## src/rtl/pov_column_reader.sv

```systemverilog
// rtl/pov_column_reader.sv - POV column RAM sweep reader with latency-compensated credit FIFO
module pov_column_reader #(
    parameter int DAT_WIDTH  = 36,
    parameter int ADDR_WIDTH = 7,
    parameter int NUM_COLS   = 128,
    parameter int FIFO_DEPTH = 4
) (
    input  logic                  clk,
    input  logic                  rst_n,
    input  logic                  sync,
    input  logic [ADDR_WIDTH-1:0] base_addr,
    output logic [ADDR_WIDTH-1:0] rdaddress,
    input  logic [DAT_WIDTH-1:0]  q,
    output logic [DAT_WIDTH-1:0]  col_data,
    output logic                  col_valid,
    input  logic                  col_ready,
    output logic                  col_last,
    output logic                  busy,
    output logic                  overrun
);
    localparam int RW = ADDR_WIDTH + 1;
    localparam int PW = (FIFO_DEPTH > 1) ? $clog2(FIFO_DEPTH) : 1;
    localparam int CW = $clog2(FIFO_DEPTH + 1) + 1;
    localparam logic [RW-1:0] NUM_COLS_R = RW'(NUM_COLS);
    localparam logic [CW-1:0] DEPTH_C    = CW'(FIFO_DEPTH);
    localparam logic [PW-1:0] PTR_MAX    = PW'(FIFO_DEPTH - 1);

    typedef enum logic [1:0] {IDLE, RUN, DRAIN} state_t;

    state_t                 state, state_nxt;
    logic [ADDR_WIDTH-1:0]  addr;
    logic [RW-1:0]          remaining;
    // tag_v[0]: rdaddress holds an issued address; tag_v[2]: q carries that word now
    logic [2:0]             tag_v, tag_l;
    logic [DAT_WIDTH-1:0]   fifo_d [FIFO_DEPTH];
    logic                   fifo_l [FIFO_DEPTH];
    logic [PW-1:0]          wr_ptr, rd_ptr;
    logic [CW-1:0]          count, inflight, occupancy;
    logic                   accept, issue, issue_last, push, pop;

    assign col_valid = (count != '0);
    assign col_data  = fifo_d[rd_ptr];
    assign col_last  = col_valid & fifo_l[rd_ptr];
    assign busy      = (state != IDLE);

    always_comb begin
        state_nxt  = state;
        accept     = (state == IDLE) && sync;
        pop        = col_valid && col_ready;
        push       = tag_v[2];
        inflight   = CW'(tag_v[0]) + CW'(tag_v[1]) + CW'(tag_v[2]);
        // Slots that stay committed after this edge; a pop this cycle frees one.
        occupancy  = count + inflight - CW'(pop);
        issue      = accept || ((state == RUN) && (remaining != '0) && (occupancy < DEPTH_C));
        issue_last = issue && (accept ? (NUM_COLS == 1) : (remaining == RW'(1)));
        case (state)
            IDLE:  if (accept) state_nxt = (NUM_COLS == 1) ? DRAIN : RUN;
            RUN:   if (issue_last) state_nxt = DRAIN;
            DRAIN: if ((inflight == '0) && ((count - CW'(pop)) == '0)) state_nxt = IDLE;
            default: state_nxt = IDLE;
        endcase
    end

    always_ff @(posedge clk or negedge rst_n) begin
        if (!rst_n) begin
            state     <= IDLE;
            addr      <= '0;
            remaining <= '0;
            rdaddress <= '0;
            tag_v     <= '0;
            tag_l     <= '0;
            overrun   <= 1'b0;
        end else begin
            state <= state_nxt;
            tag_v <= {tag_v[1:0], issue};
            tag_l <= {tag_l[1:0], issue_last};
            if (sync && (state != IDLE)) overrun <= 1'b1;
            // The sync cycle itself issues base_addr so the first word lands at sync+4.
            if (accept) begin
                rdaddress <= base_addr;
                addr      <= base_addr + ADDR_WIDTH'(1);
                remaining <= NUM_COLS_R - RW'(1);
            end else if (issue) begin
                rdaddress <= addr;
                addr      <= addr + ADDR_WIDTH'(1);
                remaining <= remaining - RW'(1);
            end
        end
    end

    always_ff @(posedge clk or negedge rst_n) begin
        if (!rst_n) begin
            for (int i = 0; i < FIFO_DEPTH; i++) begin
                fifo_d[i] <= '0;
                fifo_l[i] <= 1'b0;
            end
            wr_ptr <= '0;
            rd_ptr <= '0;
            count  <= '0;
        end else begin
            if (push) begin
                fifo_d[wr_ptr] <= q;
                fifo_l[wr_ptr] <= tag_l[2];
                wr_ptr         <= (wr_ptr == PTR_MAX) ? '0 : wr_ptr + PW'(1);
            end
            if (pop) rd_ptr <= (rd_ptr == PTR_MAX) ? '0 : rd_ptr + PW'(1);
            count <= count + CW'(push) - CW'(pop);
        end
    end
endmodule

```

## config.mk

```make
export PLATFORM = sky130hd
export DESIGN_NAME = pov_column_reader
export DESIGN_NICKNAME = d
export VERILOG_FILES = /design/src/rtl/pov_column_reader.sv
export SDC_FILE = /design/constraint.sdc
export NUM_CORES = 1
export LEC_CHECK = 0
export CAP_MARGIN = 10
export CORE_MARGIN = 10
export CORE_UTILIZATION = 50
export CTS_BUF_LIST = sky130_fd_sc_hd__clkbuf_8
export DETAILED_ROUTE_END_ITERATION = 10
export PLACE_DENSITY = 0.68
export SKIP_CTS_REPAIR_TIMING = 1
export SLEW_MARGIN = 15
export SYNTH_ARGS = -nofsm -noshare
export SYNTH_HDL_FRONTEND = slang
export SYNTH_SLANG_ARGS = --single-unit
```

## constraint.sdc

```tcl
create_clock -name clk -period 7.2 [get_ports clk]
set_input_delay 1.8 -clock clk [delete_from_list [all_inputs] [get_ports clk]]
set_output_delay 1.8 -clock clk [all_outputs]
set_load 0.02 [all_outputs]
```

==> impl_metrics.py, run 1 <==
metrics = {
    "worst_hold_path": {
        "hold_path.class": "reg2reg",
        "hold_depth": 0,
        "holdCritStartpoint": "tag_l[1]$_DFF_PN0_",
    },
    "yosys": {
        "synth_cell_type_count": 43,
        "synth_area_um2": 8480,
        "synthArstFlopShare_pct": 100,
        "synth_top_cells_by_count": "dfrtp_1, mux2_2, mux4_2",
        "synth.avg_cell_area_um2": 14.5,
        "yosys.area.top_type": "dfrtp_1",
        "synthCells": 584,
        "ys_ff_latch": 187,
        "synthTopCellsByArea": "dfrtp_1, mux2_2, mux4_2",
        "syn_nets": 651,
        "ys.flop_type": "dfrtp_1",
        "yosys_warnings": 0,
        "netlist.area_leader.share_pct": 55.2,
        "synth_enable_flop_cells": 0,
        "yosysMostFrequentCell": "dfrtp_1",
        "yosysSeqAreaShare_pct": 55.2,
    },
    "placement": {
        "io_buffers": 93,
        "gp_congestion": 0.777,
        "post-dp-hpwl_um": 11100,
    },
    "status": {
        "status": "complete, no violations",
    },
    "worst_setup_path": {
        "crit_type": "reg2out",
        "worst_setup_path_end_kind": "output port",
        "path_depth": 4,
        "crit_fanout": 22,
        "cp.required_ns": 5.40,
        "crit_start": "rd_ptr[0]$_DFFE_PN0P_",
        "r2r_start": "tag_v[2]$_DFF_PN0_",
        "worstRegToRegCells": 10,
        "critical_path_buf_inv_count": 2,
        "slowest_delay_ns": 0.83,
        "critPathLaunchType": "flop",
        "cpMaxStageDelayCell": "dfrtp_2",
        "worstPathArrival_ns": 3.09,
        "cp_top_family": "buffers and inverters",
        "worstPathCellList": "buf_4, mux4_2, and2_1, clkdlybuf4s50_1",
    },
    "sta": {
        "finalClockSkew_ns": 0.00946,
        "setup_tns_ns": 0,
        "worst_pin_slew_ns": 1.13,
        "finalHoldViolCount": 0,
        "period_needed_ns": 4.89,
        "rsz0062_at_grt": "false",
        "setup_viol": 0,
        "relSlewSlack_pct": 24.3,
        "fmax_mhz": 204,
        "drv_slew": 0,
        "fin_crit_sh_pct": 68.0,
        "whs_ns": 0.370,
    },
    "global_routing": {
        "grt_pass1_vias": 5500,
        "grt_pass1_wl_um": 28500,
        "grt_overflow_total": 0,
        "track_usage_pct": 16.0,
        "grt_max_degree": 69,
        "antenna_found_initial": 0,
    },
    "floorplanning": {
        "start_util_pct": 51.1,
        "die_area_um2": 22600,
        "dieWidth_um": 150,
        "core-area_um2": 16600,
        "io_pins": 94,
        "rows": 47,
        "die_height_um": 150,
    },
    "clock_network": {
        "clkTransAtPathRegs_ns": 0.09,
        "worstSkewPairLatency_ns": 0.45,
        "htree_num_levels": 4,
        "cts_buffer_depth": 2,
        "cts_root_buf": "clkbuf_8",
        "cts_tree": "done",
        "cts.sinks": 187,
        "numCtsBuffers": 17,
    },
    "route": {
        "detail_route.wl_per_cell_um": 19.1,
        "ant_nets": 0,
        "viasPerCell": 5.62,
        "route.detailed.drc": 0,
        "first_iter_violations": 198,
        "route.vias.total": 5085,
        "drt_wl_total_um": 17300,
        "drt-pass1-iter-count": 4,
    },
    "power_and_ir_drop": {
        "peakVddDrop_mv": 0.463,
        "cellLeakagePower_uw": 0.00420,
        "p_per_area_nw_per_um2": 505,
    },
    "cells_and_area": {
        "drive_gt1_share_pct": 33.7,
        "diodes": 0,
        "syn2layout_area_growth_pct": 17.9,
        "num-fill-cells": 1317,
        "layout.nets": 739,
    },
    "job": {
        "cap_violations": 0,
    },
}
-- worst paths after layout --
kind,end,slack (ns)
setup / recovery,col_last,2.31
hold / removal,tag_l[2]$_DFF_PN0_,0.37
setup reg to reg,addr[1]$_DFFE_PN0P_,3.64
hold reg to reg,tag_l[2]$_DFF_PN0_,0.37
max in group asynchronous,fifo_d[101]$_DFFE_PN0P_,4.61
min in group asynchronous,fifo_d[114]$_DFFE_PN0P_,1.31
-- per-stage QoR --
step	std cells	area, um2	setup slack [ns]	total power [uW]	utilization, %
2_1_floorplan	584	8480	3.72	3560	-
3_3_place_gp	873	9620	2.67	4340	58.0
3_5_place_dp	873	9620	2.61	4440	58.0
4_1_cts	905	10000	2.20	5120	60.3
5_1_grt	905	10000	2.07	5400	60.3
6_report	905	10000	2.31	5050	60.3
-- worst register-to-register path, cell delays in order (launching register included) --
cell	delay, ns
dfrtp_1	0.55
inv_1	0.12
fa_1	0.43
ha_1	0.30
inv_1	0.04
ha_1	0.27
and2_1	0.19
a41o_1	0.26
o21ai_2	0.79
nand2_1	0.18
mux2_2	0.31
-- cells in the final DEF (no fill, tap or decap), types with 2 or more instances in the layout --
master,count
mux2_2,150
clkdlybuf4s50_1,92
o211ai_1,3
mux4_2,37
nand3_1,14
xor2_1,5
ha_1,18
and2_1,3
nor2_1,19
a21o_1,2
nand4_1,2
and4_1,2
or4_1,3
a211oi_1,2
nand2_2,4
dfrtp_2,2
dfrtp_1,185
o31ai_1,3
fa_1,2
inv_1,23
mux2i_1,2
clkbuf_8,18
nand2_1,24
clkinvlp_4,3
bufinv_16,2
buf_4,3
nor3_1,3
clkinv_2,4
and3_1,2
a31oi_1,7
o21ai_0,7
xnor2_1,5
a21oi_1,13
or3_1,4
-- cells by family after synthesis --
logic type	share of synthesized area (%)
mux	30.0
flops	55.2
simple gates	4.97
buf+inv	2.14
compound gates	3.58
fa+ha+maj	3.13
xor+xnor	1.03
-- layout make-up --
type / instances / area (um2) / area share (%)
flip-flops and latches: 187 / 4680 / 46.8
multi-input cells: 350 / 3630 / 36.3
repair buffers: 96 / 955 / 9.55
well taps: 220 / 275 / 2.75
clock buffers: 18 / 248 / 2.48
clock inverters: 14 / 131 / 1.31
inverters: 20 / 75.1 / 0.751
-- metal layers --
layer	wire [um]	global-route usage [%]
met5	0	0
met4	106	3.79
met3	971	4.74
met2	8320	25.7
met1	7870	20.9
-- power breakdown --
part,internal [uW],switching [uW]
Sequential,1560,351
Clock,313,358
Combinational,1350,1110
-- registers in the layout, indices dropped and copies added (netlist names) --
name,flops
addr,7
count,4
fifo_d,144
fifo_l,4
overrun,1
rd_ptr,2
rdaddress,7
remaining,8
state,2
tag_l,3
tag_v,3
wr_ptr,2
(Power assumes the default switching activity.)
==> run 2: changes to the inputs <==
Clock period 7.2 ns to 4.8 ns, I/O delays scaled along.
==> run 2 against run 1 <==
Compared with the run above:
- flip-flop and latch count did not move
- critical path type unchanged
- clock skew is essentially flat
- core utilization is 0.23 points higher
- cell count rose by 0.33%
- power grew 51%
- register-to-register slack got worse by 2.2 ns
- die area unchanged
- setup slack worse by 1.3 ns
- sequential power grew 47%
- clock power up 52%
==> impl_metrics.py, run 2 (synthesis results as in run 1) <==
metrics = {
    "cells_and_area": {
        "drive_gt1_share_pct": 33.9,
        "layout.nets": 743,
        "multi_input_area_um2": 3640,
        "layout_common_cells": "dfrtp_1, mux2_2, clkdlybuf4s50_1, mux4_2",
        "syn2layout_area_growth_pct": 18.3,
        "num-fill-cells": 1296,
        "top_regs": "fifo_d: 144 flops, remaining: 8 flops",
        "regMostFlops": "fifo_d",
        "final_area_um2": 10000,
        "diodes": 0,
        "final_common_cell": "dfrtp_1",
        "final-seq-area_um2": 4680,
        "fin_cells": 908,
        "largest_register_ffs": 144,
    },
    "clock_network": {
        "cts.sinks": 187,
        "numCtsBuffers": 17,
        "cts_buffer_depth": 2,
        "cts_tree": "done",
        "cts_root_buf": "clkbuf_8",
        "htree_num_levels": 4,
        "worstSkewPairLatency_ns": 0.46,
        "clkTransAtPathRegs_ns": 0.09,
    },
    "route": {
        "drt-pass1-iter-count": 4,
        "detail_route.wl_per_cell_um": 19.3,
        "route.detailed.drc": 0,
        "drt_wl_total_um": 17500,
        "route.vias.total": 5087,
        "ant_nets": 0,
        "viasPerCell": 5.60,
        "first_iter_violations": 240,
    },
    "worst_setup_path": {
        "crit_fanout": 27,
        "slowest_delay_ns": 0.89,
        "worstPathCellList": "buf_4, mux4_2, clkdlybuf4s50_1",
        "cp_top_family": "buffers and inverters",
        "cp.required_ns": 3.60,
        "critical_path_buf_inv_count": 2,
        "worstPathArrival_ns": 2.63,
        "crit_type": "reg2out",
        "critPathLaunchType": "flop",
        "cpMaxStageDelayCell": "dfrtp_2",
        "worst_setup_path_end_kind": "output port",
    },
    "floorplanning": {
        "core-area_um2": 16600,
        "die_height_um": 150,
        "io_pins": 94,
        "start_util_pct": 51.1,
        "die_area_um2": 22600,
        "dieWidth_um": 150,
        "rows": 47,
    },
    "power_and_ir_drop": {
        "p_int_uw": 4880,
        "clkPwrFrac_pct": 13.3,
        "p_switching_uw": 2740,
        "p_sw_share_pct": 36.0,
        "sequentialPowerShare_pct": 37.0,
        "cellLeakagePower_uw": 0.00423,
        "combPwrFrac_pct": 49.7,
        "peakVddDrop_mv": 0.541,
        "p_per_area_nw_per_um2": 759,
    },
    "global_routing": {
        "antenna_found_initial": 0,
        "grt_overflow_total": 0,
        "grt_pass1_wl_um": 29100,
        "grt_max_degree": 106,
        "grt_pass1_vias": 5517,
        "track_usage_pct": 16.4,
    },
    "sta": {
        "relSlewSlack_pct": 24.5,
        "setup_tns_ns": 0,
        "setup_viol": 0,
        "finalClockSkew_ns": 0.00901,
        "worst_pin_slew_ns": 1.13,
        "fmax_mhz": 261,
        "rsz0062_at_grt": "false",
        "finalHoldViolCount": 0,
        "fin_crit_sh_pct": 79.7,
        "whs_ns": 0.363,
        "drv_slew": 0,
        "period_needed_ns": 3.83,
    },
    "placement": {
        "post-dp-hpwl_um": 11400,
        "io_buffers": 93,
        "placed_cells": 877,
        "placed_area_um2": 9650,
        "gp_congestion": 0.784,
    },
    "worst_hold_path": {
        "hold_path.class": "reg2reg",
    },
    "job": {
        "cap_violations": 0,
    },
    "status": {
        "status": "complete, no violations",
    },
}
run 2: changes by cell type in the layout (fill, tap and decap cells not counted), sizes merged:
cell / change
buf: +4
clkbuf: +2
clkinv: -2
clkinvlp: -1
run 2: power by group through the flow:
stage | Sequential [uW] | Clock, uW | Combinational, uW
after global placement | 2790 | 0 | 3720
after floorplan | 2680 | 0 | 2660
final | 2820 | 1020 | 3790
after CTS | 2820 | 1050 | 3850
after detailed placement | 2850 | 0 | 3840
after global routing | 2920 | 1110 | 4130
run 2: through the flow:
stage / total power [uW] / util (%) / setup WS, ns
4_1_cts: 7720 / 60.5 / 0.919
3_3_place_gp: 6510 / 58.2 / 0.905
2_1_floorplan: 5340 / - / 1.87
5_1_grt: 8160 / 60.5 / 0.882
3_5_place_dp: 6680 / 58.2 / 0.784
6_report: 7620 / 60.5 / 0.975
run 2: area by class of cell:
class                   count  area share (%)
clock inverters            11            1.05
flip-flops and latches    187            46.7
clock buffers              20            2.74
inverters                  20           0.748
repair buffers            100            9.81
well taps                 220            2.74
multi-input cells         350            36.3
run 2: routing by layer:
| metal | part of all wire (%) | global-route usage [%] |
|---|---|---|
| met4 | 1.2 | 5.54 |
| met5 | 0 | 0 |
| met2 | 49 | 26.4 |
| met1 | 44 | 21.3 |
| met3 | 5.0 | 4.26 |
run 2: worst paths after layout:
path / endpoint / slack, ns / cells after the start / startpoint
worst min-delay path: tag_l[2]$_DFF_PN0_ / 0.36 / 0 / tag_l[1]$_DFF_PN0_
max in group asynchronous: fifo_d[49]$_DFFE_PN0P_ / 2.94 / 2 / rst_n
worst min register to register: tag_l[2]$_DFF_PN0_ / 0.36 / 0 / tag_l[1]$_DFF_PN0_
min in group asynchronous: fifo_d[117]$_DFFE_PN0P_ / 0.86 / 1 / rst_n
worst max-delay path: col_data[14] / 0.97 / 3 / rd_ptr[1]$_DFFE_PN0P_
worst max register to register: addr[0]$_DFFE_PN0P_ / 1.46 / 10 / tag_v[2]$_DFF_PN0_
==> run 3: changes to the inputs <==
Settings changed: PLACE_DENSITY 0.68 to 0.71.
Clock period 4.8 ns to 3.5 ns, I/O delays scaled along.
==> run 3 against run 2 <==
Compared with the run above:
- sequential share of layout area shrank 0.57 points
- worst hold slack lost 0.055 ns
- cell count grew 1.3%
- non-clock buffer count grew 13
- via count grew 0.65%
- combinational power grew 42%
- flip-flop and latch count is the same
- design area grew 1.2%
- clock power grew 33%
- critical endpoint is now col_data[0]
- critical path depth is the same
- critical path type unchanged
- clock skew grew 0.0046 ns
- global-route usage grew 0.53 points
==> impl_metrics.py, run 3 (synthesis results as in run 1) <==
metrics = {
    "status": {
        "status": "complete, no violations",
    },
    "clock_network": {
        "htree_num_levels": 4,
        "cts_buffer_depth": 2,
        "worstSkewPairLatency_ns": 0.45,
        "cts.sinks": 187,
        "numCtsBuffers": 17,
        "clkTransAtPathRegs_ns": 0.09,
        "cts_tree": "done",
        "cts_root_buf": "clkbuf_8",
    },
    "job": {
        "cap_violations": 0,
    },
    "floorplanning": {
        "dieWidth_um": 150,
        "rows": 47,
        "start_util_pct": 51.1,
        "core-area_um2": 16600,
        "die_height_um": 150,
        "die_area_um2": 22600,
        "io_pins": 94,
    },
    "worst_setup_path": {
        "cp.required_ns": 2.62,
        "r2r_start": "count[2]$_DFF_PN0_",
        "r2r-end": "addr[5]$_DFFE_PN0P_",
        "critPathLaunchType": "flop",
        "crit_fanout": 21,
        "worstRegToRegCells": 10,
        "r2r_setup_slack_ns": 0.39,
        "worst_setup_path_end_kind": "output port",
        "worstPathArrival_ns": 2.38,
        "crit_type": "reg2out",
    },
    "sta": {
        "relSlewSlack_pct": 45.7,
        "fin_crit_sh_pct": 92.9,
        "finalWorstSetupSlack_ns": 0.248,
        "setup_tns_ns": 0,
        "period_needed_ns": 3.25,
        "worst_pin_slew_ns": 0.812,
        "finalClockSkew_ns": 0.0136,
        "finalHoldViolCount": 0,
        "setup_viol": 0,
        "rsz0062_at_grt": "false",
        "fmax_mhz": 308,
        "drv_slew": 0,
        "whs_ns": 0.307,
    },
    "global_routing": {
        "grt_max_degree": 73,
        "grt_overflow_total": 0,
        "grt_pass1_wl_um": 30300,
        "antenna_found_initial": 0,
        "track_usage_pct": 16.9,
        "grt_pass1_vias": 5770,
    },
    "placement": {
        "placed_area_um2": 9780,
        "post-dp-hpwl_um": 12400,
        "io_buffers": 93,
        "placed_cells": 890,
        "gp_congestion": 0.831,
        "pre_cts_ws_ns": 0.0830,
    },
    "cells_and_area": {
        "fin_cells": 920,
        "diodes": 0,
        "top_regs": "fifo_d: 144 flops, remaining: 8 flops",
        "layout_common_cells": "dfrtp_1, mux2_2, clkdlybuf4s50_1, mux4_2, nand2_1",
        "syn2layout_area_growth_pct": 19.8,
        "final_area_um2": 10200,
        "layout.nets": 756,
        "regMostFlops": "fifo_d",
        "drive_gt1_share_pct": 35.4,
        "final_common_cell": "dfrtp_1",
        "largest_register_ffs": 144,
    },
    "route": {
        "drt_wl_total_um": 18000,
        "detail_route.wl_per_cell_um": 19.5,
        "ant_nets": 0,
        "route.vias.total": 5120,
        "route.detailed.drc": 0,
        "drt-pass1-iter-count": 4,
        "first_iter_violations": 309,
        "viasPerCell": 5.57,
    },
    "power_and_ir_drop": {
        "p_per_area_nw_per_um2": 1040,
        "peakVddDrop_mv": 1.02,
        "cellLeakagePower_uw": 0.00428,
    },
    "worst_hold_path": {
        "hold_path.class": "in2async",
    },
}
-- run 3: cell types whose count changed in the layout (fill, tap and decap cells not counted) --
cell / delta
buf_4: +10
buf_12: +3
clkinv_4: +3
inv_1: -3
bufinv_16: -1
clkinv_2: -1
inv_6: +1
-- run 3: how the worst max path moves through the flow --
stage,from,endpoint
floorplan,tag_v[2]$_DFF_PN0_,addr[5]$_DFFE_PN0P_
global placement,col_ready,addr[1]$_DFFE_PN0P_
detailed placement,col_ready,remaining[7]$_DFFE_PN0P_
CTS,rd_ptr[0]$_DFFE_PN0P_,col_data[34]
global route,rd_ptr[0]$_DFFE_PN0P_,col_data[4]
finish,rd_ptr[0]$_DFFE_PN0P_,col_data[0]
-- run 3: cell type report --
type                       instances  area, um2
clock inverter                    10       93.8
timing repair buffer             113       1120
clock buffer                      20        275
fill                            1264       6420
tap                              220        275
multi-input combinational        350       3640
inverter                          20       75.1
sequential                       187       4680
-- run 3: critical path: stages (launching register included) --
cell	delay (ns)
dfrtp_2	0.39
buf_4	0.38
mux4_2	0.56
clkdlybuf4s50_1	0.58
-- run 3: power breakdown --
part / switching (uW) / leakage [uW] / internal [uW]
sequential: 618 / 0.00220 / 3220
combinational: 2480 / 0.00189 / 2900
clock: 743 / 0.000188 / 613
total: 3840 / 0.00428 / 6740
-- run 3: stage by stage --
stage                     power [uW]  util (%)
after floorplan                 7320         -
after global placement          9040      59.0
after detailed placement        9300      59.0
after CTS                      10700      61.2
after global routing           11300      61.3
final                          10600      61.3
-- run 3: layer usage --
layer	GRT usage, %	share of wire (%)
met5	0	0
met4	4.52	0.80
met3	4.53	4.7
met2	28.6	51
met1	21.1	44
